[src/rtl/spi_mem_responder.sv]
// spi_mem_responder: SPI mode-0 byte memory responder (0x03 read, 0x02 write).
// Define SPI_RESP_SYNC_EN to add 2-flop synchronizers on sclk/cs_n/mosi for asynchronous initiators.
module spi_mem_responder #(
  parameter int MEM_BYTES = 16
) (
  input  logic                         clk,
  input  logic                         rst_n,
  input  logic                         sclk,
  input  logic                         cs_n,
  input  logic                         mosi,
  output logic                         miso,
  output logic                         busy,
  output logic                         wr_pulse,
  output logic [$clog2(MEM_BYTES)-1:0] wr_addr,
  output logic [7:0]                   wr_data
);
  localparam int AW = $clog2(MEM_BYTES);
  localparam logic [2:0] IDLE = 3'd0, CMD = 3'd1, ADDR = 3'd2, RD_DATA = 3'd3, WR_DATA = 3'd4, IGNORE = 3'd5;
  logic [2:0] state, in_q;
  logic sclk_d, cs_d, is_wr, rise, fall, cs_fall, cs_rise;
  logic [4:0] bit_cnt;
  logic [7:0] shreg, nx;
  logic [AW-1:0] ptr;
  logic [7:0] mem [MEM_BYTES];
  // cs history resets low so a cs_n already low at reset release is never seen as a fresh fall
`ifdef SPI_RESP_SYNC_EN
  logic [2:0] in_meta;
  always_ff @(posedge clk) begin
    if (!rst_n) begin
      in_meta <= '0;
      in_q <= '0;
    end else begin
      in_meta <= {sclk, cs_n, mosi};
      in_q <= in_meta;
    end
  end
`else
  always_ff @(posedge clk) in_q <= !rst_n ? 3'b000 : {sclk, cs_n, mosi};
`endif
  assign nx = {shreg[6:0], in_q[0]};
  assign rise = in_q[2] & ~sclk_d;
  assign fall = ~in_q[2] & sclk_d;
  assign cs_fall = ~in_q[1] & cs_d;
  assign cs_rise = in_q[1] & ~cs_d;
  assign busy = state != IDLE;
  always_ff @(posedge clk) begin
    if (!rst_n) begin
      state <= IDLE;
      miso <= 1'b0;
      wr_pulse <= 1'b0;
      wr_addr <= '0;
      wr_data <= '0;
      bit_cnt <= '0;
      shreg <= '0;
      ptr <= '0;
      is_wr <= 1'b0;
      sclk_d <= 1'b0;
      cs_d <= 1'b0;
      for (int i = 0; i < MEM_BYTES; i++) mem[i] <= '0;
    end else begin
      sclk_d <= in_q[2];
      cs_d <= in_q[1];
      wr_pulse <= 1'b0;
      if (cs_rise) begin
        state <= IDLE;
        miso <= 1'b0;
        bit_cnt <= '0;
      end else begin
        case (state)
          IDLE: if (cs_fall) begin
            state <= CMD;
            bit_cnt <= '0;
          end
          CMD: if (rise) begin
            shreg <= nx;
            bit_cnt <= bit_cnt + 5'd1;
            if (bit_cnt == 5'd7) begin
              state <= (nx == 8'h03 || nx == 8'h02) ? ADDR : IGNORE;
              is_wr <= nx == 8'h02;
              bit_cnt <= '0;
            end
          end
          ADDR: if (rise) begin
            ptr <= {ptr[AW-2:0], in_q[0]};
            bit_cnt <= bit_cnt + 5'd1;
            if (bit_cnt == 5'd23) begin
              state <= is_wr ? WR_DATA : RD_DATA;
              bit_cnt <= '0;
            end
          end
          RD_DATA: if (fall) begin
            miso <= mem[ptr][3'd7 - bit_cnt[2:0]];
            bit_cnt <= bit_cnt + 5'd1;
            if (bit_cnt[2:0] == 3'd7) ptr <= ptr + AW'(1);
          end
          WR_DATA: if (rise) begin
            shreg <= nx;
            bit_cnt <= bit_cnt + 5'd1;
            if (bit_cnt[2:0] == 3'd7) begin
              mem[ptr] <= nx;
              wr_pulse <= 1'b1;
              wr_addr <= ptr;
              wr_data <= nx;
              ptr <= ptr + AW'(1);
            end
          end
          default: ;
        endcase
      end
    end
  end
endmodule

[config.mk]
export PLATFORM = sky130hd
export DESIGN_NAME = spi_mem_responder
export DESIGN_NICKNAME = d
export VERILOG_FILES = /design/src/rtl/spi_mem_responder.sv
export SDC_FILE = /design/constraint.sdc
export NUM_CORES = 1
export LEC_CHECK = 0
export CORE_MARGIN = 8
export CORE_UTILIZATION = 65
export DETAILED_ROUTE_END_ITERATION = 12
export PLACE_DENSITY = 0.83
export SLEW_MARGIN = 20
export SYNTH_ARGS = -nofsm -noshare
export SYNTH_HDL_FRONTEND = slang
export SYNTH_SLANG_ARGS = --single-unit
export TNS_END_PERCENT = 1
[constraint.sdc]
create_clock -name clk -period 5.5 [get_ports clk]
set_input_delay 1.65 -clock clk [delete_from_list [all_inputs] [get_ports clk]]
set_output_delay 1.65 -clock clk [all_outputs]
set_load 0.01 [all_outputs]
==> impl_metrics.py, run 1 <==
metrics = {
    "clock_network": {
        "cts.repair.resized": 0,
        "clock_sinks": 171,
        "path_clk_slew_ns": 0.06,
        "clock-root-buffer": "clkbuf_16",
        "post-cts-setup-buffer-count": 0,
        "hold_buffers": 0,
        "clk_latency_ns": 0.43,
        "cts_made_buffers": 17,
        "cts_tree": "done",
        "clock_path_buffers": 2,
        "htreeDepth": 4,
    },
    "sta": {
        "slew_viol_final": 0,
        "timing.final.crit_share_pct": 75.4,
        "final.setup.tns_ns": 0,
        "timing.fmax_ghz": 0.241,
        "fin_skew_ns": 0.00790,
        "rsz0062_at_grt": "false",
        "fin_crit_ns": 4.15,
        "setup_viol": 0,
        "hold_viol": 0,
        "slew_headroom_pct": 41.0,
        "tightest_slew_ns": 0.880,
        "fin_ws_ns": 1.35,
    },
    "global_routing": {
        "grt-ovfl-total": 0,
        "antenna_found_initial": 0,
        "grt.total_usage_pct": 23.7,
        "grt_first_pass_wirelength_mm": 28.2,
        "grt_max_degree": 26,
        "grt_pass1_vias": 5131,
    },
    "synth": {
        "synth_xor_area_share_pct": 0.444,
        "seq_area_frac_synth_pct": 59.6,
        "synth-edff-count": 128,
        "syn_inst": 611,
        "ys_ff_latch": 171,
        "yosys.area.top_type_share_pct": 48.7,
        "synth_ff_type": "edfxtp_1",
        "synthAdderAreaFrac_pct": 0.952,
        "synth_fp_nets": 622,
        "syn_area_um2": 7890,
        "yosys.area.top_type": "edfxtp_1",
        "synth_cell_types": 49,
        "ys_async_sr_fraction_pct": 0,
        "synthMuxAreaShare_pct": 11.8,
        "syn_avg_cell_area_um2": 12.9,
        "synth_compound_area_share_pct": 5.41,
        "synth_warnings": 0,
        "synthTopCellsByArea": "edfxtp_1 49%, dfxtp_1 11%, and2_1 11%",
        "synthSimpleGateAreaFrac_pct": 19.0,
        "synth_top_family_by_area": "simple AND/OR/NAND/NOR gates",
    },
    "setup_path": {
        "r2r_cells": 7,
        "cp_max_fo": 25,
        "endpoint_kind": "register",
        "r2r_setup_slack_ns": 2.40,
        "start_kind": "input pin",
        "crit_arrival_ns": 4.24,
        "cp.required_ns": 5.59,
        "r2r-start": "bit_cnt[1]",
        "crit_type": "in2reg",
        "r2r-end": "mem[0][5]",
    },
    "min_path": {
        "hold_depth": 1,
        "hold_path_class": "reg2reg",
        "min_to": "cs_d",
        "hold_path_startpoint": "in_q[1]",
    },
    "finish": {
        "areaGrowthSynthToFinish_pct": 10.7,
        "layout.nets": 638,
        "final_cell_mix": "135 x and2_1, 128 x edfxtp_1, 48 x nor2_1, 42 x dfxtp_1, 30 x mux2i_1",
        "postLayoutCellArea_um2": 8730,
        "antenna_cells": 0,
        "layout_commonest_cell": "and2_1",
        "drive_gt1_share_pct": 14.4,
    },
    "floorplan": {
        "core-area_um2": 11900,
        "row_count": 40,
        "chipHeight_um": 126,
        "start_util_pct": 66.2,
        "dieArea_um2": 15900,
        "pin_count": 20,
        "fp.dieW_um": 126,
    },
    "routing": {
        "wl_mm": 18.4,
        "route.vias.total": 5066,
        "ant_nets": 0,
        "drt-initial-drc-count": 588,
        "drc_errors": 0,
        "vias_per_cell": 6.44,
        "wl_per_cell_um": 23.4,
        "dr.pass1.iters": 6,
    },
    "power": {
        "peakVddDrop_uv": 284,
        "power_density_nw_per_um2": 300,
        "finalPower_mw": 2.62,
        "p_leak_nw": 2.98,
    },
    "status": {
        "status": "finished, final reports clean",
    },
    "placement": {
        "place_ws_ns": 0.996,
        "placedInstanceArea_um2": 8190,
        "dpl.hpwl_mm": 12.3,
        "numPortBuffers": 19,
        "gp_congestion": 0.910,
    },
    "run": {
        "drv_cap": 0,
    },
}
how the worst max path moves through the flow:
stage / startpoint / end / slack, ns / cells after the start
CTS: rst_n / mem[0][5] / 1.44 / 7
finish: rst_n / mem[0][5] / 1.35 / 7
detailed placement: rst_n / mem[0][5] / 1.0 / 7
global placement: rst_n / mem[1][3] / 1.21 / 7
floorplan: rst_n / mem[11][0] / 2.28 / 4
global route: rst_n / mem[0][5] / 1.19 / 7
registers in the layout, indices dropped and copies added, names as in the netlist, 3 cells and up, named ones only:
| name | count |
|---|---|
| in_q | 3 |
| shreg | 7 |
| ptr | 4 |
| mem | 128 |
| wr_data | 8 |
| wr_addr | 4 |
| bit_cnt | 5 |
| state | 3 |
per-layer routing:
metal  track usage (%)  part of all wire (%)  up-vias
li1                  -                     -     2243
met1              29.1                    39     2505
met2              38.7                    49      262
met3              6.54                   8.9       56
met4              10.7                   3.4        0
met5                 0                     0        -
Yosys cell counts (3+ instances only):
| cell type | number |
|---|---|
| a211oi_1 | 3 |
| a21oi_1 | 17 |
| a22oi_1 | 9 |
| and2_1 | 135 |
| buf_2 | 8 |
| buf_4 | 6 |
| clkbuf_1 | 22 |
| dfxtp_1 | 43 |
| edfxtp_1 | 128 |
| ha_1 | 6 |
| inv_1 | 8 |
| mux2i_1 | 30 |
| mux4_2 | 28 |
| nand2_1 | 16 |
| nand2b_1 | 9 |
| nand3_1 | 9 |
| nand3b_1 | 3 |
| nor2_1 | 48 |
| nor2b_1 | 6 |
| nor3_1 | 7 |
| nor3_2 | 7 |
| o2111ai_1 | 3 |
| o211ai_1 | 3 |
| o21ai_0 | 19 |
| or2_2 | 4 |
| xnor2_1 | 3 |
cell type report:
cell class	count	area, um2
Tap cell	147	184
Timing Repair Buffer	35	310
Inverter	8	30.0
Clock buffer	17	425
Multi-Input combinational cell	394	2960
Sequential cell	171	4710
Clock inverter	15	114
Fill cell	765	3180
power by group:
part           leakage (nW)  internal (mW)  switching, mW  total, mW
combinational          1.09         0.0289         0.0448     0.0737
sequential             1.62           1.42         0.0206       1.44
clock                 0.275          0.586          0.513       1.10
total                  2.98           2.04          0.579       2.62
critical path, stage by stage:
cell and delay, ns:
clkdlybuf4s50_1 0.45, buf_4 0.26, inv_1 0.38, nor3_2 0.43
nand2_1 0.26, nor3_2 0.40, nand2b_1 0.39
stage by stage:
stage          instances  util [%]  hold slack, ns
2_1_floorplan        611         -           0.455
3_3_place_gp         755      68.8           0.472
3_5_place_dp         755      68.8           0.482
4_1_cts              787      73.3           0.498
5_1_grt              787      73.3           0.518
6_report             787      73.3           0.498
cells by family (layout without fill, tap and decap cells):
| group | after synthesis | count (layout) |
|---|---|---|
| buffers and inverters | 46 | 75 |
| AO/OA/AOI/OAI | 67 | 67 |
| XOR/XNOR | 4 | 4 |
| flip-flops | 171 | 171 |
| AND/OR/NAND/NOR | 259 | 259 |
| adder cells (fa/ha/maj) | 6 | 6 |
| multiplexers | 58 | 58 |
Power figures use the tool's default switching activity.
==> run 2, diff against run 1 <==
--- a/config.mk
+++ b/config.mk
@@ -6,9 +6,9 @@
 export NUM_CORES = 1
 export LEC_CHECK = 0
 export CORE_MARGIN = 8
-export CORE_UTILIZATION = 65
+export CORE_UTILIZATION = 56
 export DETAILED_ROUTE_END_ITERATION = 12
-export PLACE_DENSITY = 0.83
+export PLACE_DENSITY = 0.76
 export SLEW_MARGIN = 20
 export SYNTH_ARGS = -nofsm -noshare
 export SYNTH_HDL_FRONTEND = slang
==> constraint.sdc (replaced) <==
create_clock -name clk -period 3.35 [get_ports clk]
set_input_delay 1.005 -clock clk [delete_from_list [all_inputs] [get_ports clk]]
set_output_delay 1.005 -clock clk [all_outputs]
set_load 0.01 [all_outputs]
==> run 2 against run 1 <==
  * Sequential power rose by 65%
  * First-iteration DRC count fell by 16%
  * Via count fell by 1.1%
  * Power rose by 68%
  * Die area rose by 14%
  * Count of clock-buffer cells in the layout did not move
  * Worst setup slack got worse by 0.90 ns
  * Sequential cell count did not move
  * Cell area rose by 2.3%
  * Core utilization fell by 8.7 points
  * Global-route usage fell by 3.0 points
  * Highest routed layer unchanged
==> impl_metrics.py, run 2 (synthesis gave the netlist of run 1 again) <==
metrics = {
    "finish": {
        "reg_top3": "mem (128), wr_data (8), shreg (7)",
        "antenna_cells": 0,
        "drive_gt1_share_pct": 16.5,
        "layout_commonest_cell": "and2_1",
        "final_cell_mix": "135 x and2_1, 128 x edfxtp_1, 48 x nor2_1, 42 x dfxtp_1, 32 x buf_4",
        "largest_reg_flops": 128,
        "max_flop_register": "mem",
        "areaGrowthSynthToFinish_pct": 13.2,
        "layout.nets": 654,
    },
    "clock_network": {
        "hold_buffers": 0,
        "path_clk_slew_ns": 0.06,
        "clock_sinks": 171,
        "clk_latency_ns": 0.43,
        "cts_tree": "done",
        "clock_path_buffers": 2,
        "clock-root-buffer": "clkbuf_16",
        "cts_made_buffers": 17,
        "htreeDepth": 4,
        "cts.repair.resized": 0,
        "post-cts-setup-buffer-count": 0,
    },
    "routing": {
        "drt-initial-drc-count": 491,
        "drc_errors": 0,
        "route.vias.total": 5012,
        "dr.pass1.iters": 5,
        "wl_mm": 18.0,
        "ant_nets": 0,
        "wl_per_cell_um": 21.6,
        "vias_per_cell": 6.00,
    },
    "sta": {
        "final.setup.tns_ns": 0,
        "hold_viol": 0,
        "hold_slack_ns": 0.499,
        "fin_crit_ns": 2.90,
        "slew_viol_final": 0,
        "slew_headroom_pct": 37.3,
        "timing.final.crit_share_pct": 86.4,
        "fin_skew_ns": 0.00551,
        "fin_ws_ns": 0.454,
        "tightest_slew_ns": 0.939,
        "timing.fmax_ghz": 0.345,
        "setup_viol": 0,
        "rsz0062_at_grt": "false",
    },
    "placement": {
        "place_ws_ns": 0.379,
        "dpl.hpwl_mm": 12.1,
        "numPortBuffers": 19,
        "gp_congestion": 0.879,
    },
    "setup_path": {
        "critPathBufInv": 1,
        "cp.required_ns": 2.34,
        "r2r_setup_slack_ns": 0.72,
        "crit_chain": "nor2_1, nand2_1, clkdlybuf4s50_1",
        "r2r_cells": 6,
        "crit_arrival_ns": 1.89,
        "cpMaxStageDelayCell": "dfxtp_1",
        "crit_start": "state[2]",
        "crit_type": "reg2out",
        "cp_max_fo": 13,
        "crit_path_max_incr_delay_ns": 0.62,
        "start_kind": "register",
        "endpoint_kind": "primary output",
        "r2r-end": "miso",
        "cp_top_family": "flip-flops",
    },
    "status": {
        "status": "finished, final reports clean",
    },
    "global_routing": {
        "grt_first_pass_wirelength_mm": 28.2,
        "antenna_found_initial": 0,
        "grt.total_usage_pct": 20.7,
        "grt-ovfl-total": 0,
        "grt_pass1_vias": 4946,
        "grt_max_degree": 25,
    },
    "run": {
        "drv_cap": 0,
    },
    "power": {
        "p_int_mw": 3.48,
        "switching_power_mw": 0.923,
        "comb_power_share_pct": 2.6,
        "p_sw_share_pct": 20.9,
        "clkPwrFrac_pct": 43.4,
        "peakVddDrop_uv": 299,
        "p_leak_nw": 3.07,
        "power_density_nw_per_um2": 493,
        "power_frac_seq_pct": 54.0,
    },
    "floorplan": {
        "dieArea_um2": 18100,
        "chipHeight_um": 135,
        "fp.dieW_um": 135,
        "core-area_um2": 13800,
        "pin_count": 20,
        "start_util_pct": 57.1,
        "row_count": 43,
    },
    "min_path": {
        "hold_path_class": "reg2reg",
        "hold_path_startpoint": "wr_data[6]",
        "hold_depth": 2,
        "min_to": "wr_data[6]",
    },
}
run 2: cell types whose count changed in the layout (fill, tap and decap cells not counted), sizes merged:
cell / before / now
inv: 16 / 10
clkinvlp: 0 / 3
bufinv: 0 / 2
buf: 16 / 32
clkinv: 7 / 8
run 2: how the worst max path moves through the flow:
stage / cells past startpoint / to / slack (ns)
finish: 3 / busy / 0.45
global route: 3 / busy / 0.38
CTS: 3 / busy / 0.49
detailed placement: 6 / mem[2][0] / 0.38
global placement: 7 / mem[10][5] / 0.44
floorplan: 4 / mem[15][0] / 0.78
run 2: through the flow:
step           instance area (um2)  util, %  instances  power [mW]
6_report                      8930     64.6        836        4.40
5_1_grt                       8930     64.6        836        4.51
4_1_cts                       8930     64.6        836        4.42
3_5_place_dp                  8360     60.4        804        2.54
3_3_place_gp                  8360     60.4        804        2.53
2_1_floorplan                 7890        -        611        2.47
run 2: power groups by stage:
stage / logic [mW] / clock network, mW / registers [mW]
after detailed placement: 0.115 / 0 / 2.42
after CTS: 0.116 / 1.92 / 2.38
after global routing: 0.126 / 2.00 / 2.38
final: 0.116 / 1.91 / 2.38
after global placement: 0.110 / 0 / 2.42
after floorplan: 0.0769 / 0 / 2.40
run 2: final cells by class:
cell class	count	area [um2]
repair buffers	51	430
clock buffers	17	425
fillers	976	4900
well taps	180	225
clock inverters	15	150
flip-flops and latches	171	4710
inverters	8	30.0
multi-input cells	394	2960
run 2: worst min-delay path, stage by stage (launching register included):
cell     delay (ns)
dfxtp_1        0.32
mux2i_1        0.07
nor2_1         0.07
run 2: metal layers:
layer / part of all wire [%] / up-vias / GRT usage [%]
li1: - / 2280 / -
met1: 40 / 2450 / 26.0
met2: 50 / 250 / 33.8
met3: 7.6 / 32 / 4.79
met4: 2.2 / 0 / 8.98
met5: 0 / - / 0
==> run 3, diff against run 2 <==
--- a/config.mk
+++ b/config.mk
@@ -7,6 +7,7 @@
 export LEC_CHECK = 0
 export CORE_MARGIN = 8
 export CORE_UTILIZATION = 56
+export CTS_CLUSTER_SIZE = 30
 export DETAILED_ROUTE_END_ITERATION = 12
 export PLACE_DENSITY = 0.76
 export SLEW_MARGIN = 20
==> results of run 3 <==
No change in the layout: final DEF, timing and power equal those of run 2.
